===== src/rtl/ram_wide_drain.sv =====
// Reader side of ram_wide: on start or a rising ram_full, reads every RAM word in
// address order and streams it MSB byte first over valid/ready, after one header byte.
module ram_wide_drain #(
  parameter int          NUM_CHANNELS = 4,
  parameter int          DATA_WIDTH   = 16,
  parameter int          ADDR_WIDTH   = 4,
  parameter int          NUM_WORDS    = 9,
  parameter logic [7:0]  HEADER       = 8'hA5
) (
  input  logic                               clk,
  input  logic                               rst_n,
  input  logic                               start,
  input  logic                               ram_full,
  input  logic [NUM_CHANNELS*DATA_WIDTH-1:0] ram_data,
  output logic                               ram_read_en,
  output logic [ADDR_WIDTH-1:0]              ram_addr,
  output logic [7:0]                         tx_data,
  output logic                               tx_valid,
  input  logic                               tx_ready,
  output logic                               busy,
  output logic                               done
);

  localparam int TOTAL_WIDTH = NUM_CHANNELS * DATA_WIDTH;
  localparam int BPW         = TOTAL_WIDTH / 8;
  localparam int CNT_W       = $clog2(BPW + 1);

  typedef enum logic [2:0] {
    IDLE,
    HDR,
    RD,
    LAT,
    SEND,
    DONE
  } state_t;

  state_t                  state_q, state_d;
  logic [ADDR_WIDTH-1:0]   idx_q, idx_d;
  logic [CNT_W-1:0]        cnt_q, cnt_d;
  logic [TOTAL_WIDTH-1:0]  shift_q, shift_d;
  logic                    ram_full_q;
  logic                    trig;

  logic                    tx_valid_q, tx_valid_d;
  logic [7:0]              tx_data_q, tx_data_d;
  logic                    ram_read_en_q, ram_read_en_d;
  logic [ADDR_WIDTH-1:0]   ram_addr_q, ram_addr_d;
  logic                    busy_q, busy_d;
  logic                    done_q, done_d;

  assign trig = start | (ram_full & ~ram_full_q);

  always_comb begin
    state_d = state_q;
    idx_d   = idx_q;
    cnt_d   = cnt_q;
    shift_d = shift_q;
    unique case (state_q)
      IDLE: if (trig) begin
        state_d = HDR;
        idx_d   = '0;
      end
      HDR:  if (tx_valid_q && tx_ready) state_d = RD;
      RD:   state_d = LAT;
      LAT: begin
        shift_d = ram_data;
        cnt_d   = '0;
        state_d = SEND;
      end
      SEND: if (tx_valid_q && tx_ready) begin
        shift_d = shift_q << 8;
        cnt_d   = cnt_q + CNT_W'(1);
        if (cnt_q == CNT_W'(BPW - 1)) begin
          if (idx_q == ADDR_WIDTH'(NUM_WORDS - 1)) begin
            state_d = DONE;
          end else begin
            idx_d   = idx_q + ADDR_WIDTH'(1);
            state_d = RD;
          end
        end
      end
      DONE:    state_d = IDLE;
      default: state_d = IDLE;
    endcase

    // Outputs are registered, so they are decoded from the next state.
    tx_valid_d    = (state_d == HDR) || (state_d == SEND);
    tx_data_d     = (state_d == HDR)  ? HEADER :
                    (state_d == SEND) ? shift_d[TOTAL_WIDTH-1 -: 8] : '0;
    ram_read_en_d = (state_d == RD);
    ram_addr_d    = (state_d == RD) ? idx_d : ram_addr_q;
    busy_d        = (state_d != IDLE);
    done_d        = (state_d == DONE);
  end

  always_ff @(posedge clk or negedge rst_n) begin
    if (!rst_n) begin
      state_q       <= IDLE;
      idx_q         <= '0;
      cnt_q         <= '0;
      shift_q       <= '0;
      ram_full_q    <= 1'b0;
      tx_valid_q    <= 1'b0;
      tx_data_q     <= '0;
      ram_read_en_q <= 1'b0;
      ram_addr_q    <= '0;
      busy_q        <= 1'b0;
      done_q        <= 1'b0;
    end else begin
      state_q       <= state_d;
      idx_q         <= idx_d;
      cnt_q         <= cnt_d;
      shift_q       <= shift_d;
      ram_full_q    <= ram_full;
      tx_valid_q    <= tx_valid_d;
      tx_data_q     <= tx_data_d;
      ram_read_en_q <= ram_read_en_d;
      ram_addr_q    <= ram_addr_d;
      busy_q        <= busy_d;
      done_q        <= done_d;
    end
  end

  assign tx_valid    = tx_valid_q;
  assign tx_data     = tx_data_q;
  assign ram_read_en = ram_read_en_q;
  assign ram_addr    = ram_addr_q;
  assign busy        = busy_q;
  assign done        = done_q;

endmodule


===== config.mk =====
export PLATFORM = sky130hd
export DESIGN_NAME = ram_wide_drain
export DESIGN_NICKNAME = d
export VERILOG_FILES = /design/src/rtl/ram_wide_drain.sv
export SDC_FILE = /design/constraint.sdc
export NUM_CORES = 1
export LEC_CHECK = 0
export CAP_MARGIN = 10
export CORE_MARGIN = 4
export CORE_UTILIZATION = 55
export CTS_CLUSTER_SIZE = 16
export DETAILED_ROUTE_END_ITERATION = 8
export HOLD_SLACK_MARGIN = 0.06
export PLACE_DENSITY = 0.95
export RECOVER_POWER = 100
export REMOVE_ABC_BUFFERS = 1
export SETUP_SLACK_MARGIN = 0.2
export SYNTH_ARGS = -nofsm -noshare
export SYNTH_HDL_FRONTEND = slang
export SYNTH_SLANG_ARGS = --single-unit

===== constraint.sdc =====
create_clock -name clk -period 4.05 [get_ports clk]
set_input_delay 0.6075 -clock clk [delete_from_list [all_inputs] [get_ports clk]]
set_output_delay 0.6075 -clock clk [all_outputs]
set_load 0.02 [all_outputs]

==> run_results.csv <==
group,metric,value,unit
power,p_clk_frac,0.184,
placement,gp_congestion,0.919,
final_layout,syn2layout_area_growth,24.6,%
final_layout,multiInputGateArea,0.00155,mm^2
grt,grt_pass1_wl,15000,um
power,switchingPower,1.04,mW
power,power,2.99,mW
floorplan,core,0.00694,mm^2
clocking,cts_resized,0,
status,status,"finished with violations",
routing,drc_errors,0,
setup_path,worst-path-max-fanout,39,
placement,io_buffers,84,
power,combPwrFrac,0.313,
logic_synthesis,syn_inst,390,
worst_hold_path,hold_class,"in -> async",
timing,slew_violations,151,
routing,wl_per_cell,16.5,um
power,power_frac_seq,0.503,
timing,hold_viol,0,
timing,tightest_slew,1.68,ns
timing,period_needed,3.04,ns
final_layout,seqCellArea,0.00230,mm^2
routing,first_pass_iters,5,
final_layout,fillCellCount,488,
setup_path,cp_slowest_stage_delay,1.30,ns
logic_synthesis,synth-seq-cells,92,
timing,worst_slack,1.01,ns
routing,viasPerCell,5.65,
routing,antenna_left,0,
setup_path,required,4.32,ns
power,p_per_area,598,mW/mm^2
timing,max_freq,0.329,GHz
clocking,htreeDepth,3,
floorplan,die_y,93.4,um
clocking,cts_setup_buffers,0,
clocking,clk_latency,0.35,ns
logic_synthesis,ys_seq_area_frac,0.574,
timing,relSlewSlack,-0.121,
clocking,clock-sinks,92,
logic_synthesis,syn_area,0.00401,mm^2
floorplan,initial_core_util,0.578,
logic_synthesis,synth.distinct_cells,40,
timing,finalSetupViolCount,0,
grt,grt_pass1_vias,3224,
power,static-leakage-power,2.36,nW
routing,drt_wl_total,9270,um
floorplan,ios,85,
logic_synthesis,async_flop_share,1.00,
floorplan,num_rows,30,
clocking,hold_buffers,0,
run,maxCapViolations,3,
grt,grt_overflow_total,0,
setup_path,worstPathArrival,3.31,ns
clocking,clockRootBuffer,"clkbuf_8",
floorplan,die_w,93.4,um
setup_path,crit_path_start_kind,"input port",
floorplan,die_area,0.00873,mm^2
timing,final.setup_skew,0.00857,ns
timing,min_period_over_period,0.751,
timing,hold_slack,0.445,ns
clocking,tritoncts,"built",
routing,drt_iter0_markers,240,
power,ir_drop,0.289,mV
power,p_int,1.95,mW
status,violations,"capacitance limit, slew limit",
clocking,clk_pin_slew,0.08,ns
timing,rsz0062_at_grt,"false",
logic_synthesis,dominantRegCellSynth,"dfrtp_1",
logic_synthesis,syn_area_per_cell,10.3,um^2
final_layout,antenna_cells,0,
logic_synthesis,yosys_warnings,0,
setup_path,crit_chain,"dlygate4sd3_1 -> and2_0 -> a21oi_2 -> buf_4 -> nand2_1 -> o21ai_0",
grt,grt_max_degree,93,
setup_path,critical_path.slowest_cell,"a21oi_2",
power,p_sw_frac,0.349,
setup_path,endpoint_kind,"flop",
placement,hpwl,6040,um
placement,dp_slack,1.38,ns
grt,grt.total_usage,0.219,
clocking,cts-buffers-inserted,9,
setup_path,worstSetupPathType,"in -> reg",
grt,antenna_found_initial,0,
routing,via_count,3178,
timing,setup_tns,0,ns
logic_synthesis,synth_enable_flop_cells,0,
clocking,cts_buffer_depth,2,
final_layout,nNetsFinal,534,
final_layout,drive_above_1_share,0.0429,
final_layout,fin_util,0.720,
[sequential cells by signal, summed over array words and instances (netlist names)]
signal       cells
busy             1
cnt_q            4
done             1
idx_q            4
ram_addr         4
ram_full_q       1
ram_read_en      1
shift_q         64
state_q          3
tx_data          8
tx_valid         1
[cells in the mapped netlist (all sizes together) (2+ instances only)]
master | number | area (um^2)
a31oi | 2 | 12.5
ha | 3 | 37.5
nor2 | 6 | 22.5
nand2b | 3 | 18.8
or3 | 3 | 18.8
and3b | 4 | 38.8
nor3 | 5 | 25.0
mux2i | 3 | 30.0
o211ai | 4 | 30.0
nand4 | 2 | 12.5
a22oi | 48 | 360
nand3 | 5 | 25.0
clkbuf | 8 | 30.0
dfrtp | 92 | 2300
nand2 | 121 | 454
a21oi | 4 | 23.8
nor2b | 2 | 12.5
mux2 | 3 | 33.8
inv | 2 | 7.51
and2 | 15 | 93.8
buf | 19 | 134
a221o | 8 | 80.1
nand3b | 2 | 15.0
o21ai | 13 | 65.1
a21bo | 4 | 40.0
[cells in the final DEF, fill, tap and decap left out, drive strengths merged, types with 2 or more instances in the layout]
| cell | synthesis | final |
|---|---|---|
| nand2 | 121 | 121 |
| dfrtp | 92 | 92 |
| clkdlybuf4s50 | 0 | 65 |
| a22oi | 48 | 48 |
| dlygate4sd3 | 0 | 18 |
| clkbuf | 8 | 18 |
| and2 | 15 | 15 |
| o21ai | 13 | 13 |
| a221o | 8 | 8 |
| nor2 | 6 | 6 |
| nor3 | 5 | 5 |
| nand3 | 5 | 5 |
| o211ai | 4 | 4 |
| and3b | 4 | 4 |
| a21oi | 4 | 4 |
| a21bo | 4 | 4 |
| nand2b | 3 | 3 |
| or3 | 3 | 3 |
| mux2i | 3 | 3 |
| ha | 3 | 3 |
| mux2 | 3 | 3 |
| inv | 2 | 2 |
| nand3b | 2 | 2 |
| nor2b | 2 | 2 |
| nand4 | 2 | 2 |
| a31oi | 2 | 2 |
[stage by stage]
step	area, um^2	cells
floorplan	3850	363
global placement	4840	546
detailed placement	4840	546
CTS	5010	561
global route	5000	562
finish	5000	562
[power by group through the flow]
stage,combinational [mW],sequential [mW],clock [mW]
finish,0.935,1.50,0.551
global route,1.04,1.54,0.597
CTS,0.962,1.50,0.554
detailed placement,0.951,1.51,0
global placement,0.903,1.49,0
floorplan,0.545,1.52,0
[metal layers]
| metal | track usage | wire, um |
|---|---|---|
| met5 | 0 | 0 |
| met4 | 0.101 | 203 |
| met3 | 0.0282 | 534 |
| met2 | 0.362 | 4790 |
| met1 | 0.287 | 3740 |
[worst paths after layout]
check	start	endpoint	cells past startpoint	slack (ns)
min in group clk	shift_q[18]$_DFFE_PN0P_	shift_q[18]$_DFFE_PN0P_	2	0.48
min reg2reg	shift_q[18]$_DFFE_PN0P_	shift_q[18]$_DFFE_PN0P_	2	0.48
max reg2reg	state_q[2]$_DFF_PN0_	tx_data[0]$_DFF_PN0_	5	1.09
max	tx_ready	cnt_q[0]$_DFFE_PN0P_	6	1.01
max in group asynchronous	rst_n	shift_q[31]$_DFFE_PN0P_	2	1.38
min	rst_n	shift_q[10]$_DFFE_PN0P_	1	0.45
[worst max-delay path, delay by kind of cell]
kind	cells	cell delay (ns)
and+or+nand+nor	2	0.32
AOI/OAI and AO/OA	2	1.37
buffers and inverters	2	0.99
[final cells by class]
cell class	instances	share of cell area
flip-flops and latches	92	0.460
repair buffers	88	0.171
well taps	96	0.0240
multi-input cells	269	0.309
inverters	2	0.00150
clock buffers	14	0.0325
clock inverters	1	0.00150
[logic make-up (layout without fill, tap and decap cells)]
logic type | Yosys count | count (layout) | synth area share
buffers and inverters | 29 | 105 | 0.0427
AOI/OAI and AO/OA | 89 | 89 | 0.166
adders and majority gates | 3 | 3 | 0.00936
muxes | 6 | 6 | 0.0159
DFF | 92 | 92 | 0.574
and+or+nand+nor | 170 | 170 | 0.191
xor gates and xnor gates | 1 | 1 | 0.00218
Note: power is estimated with default switching activity, not from simulation.
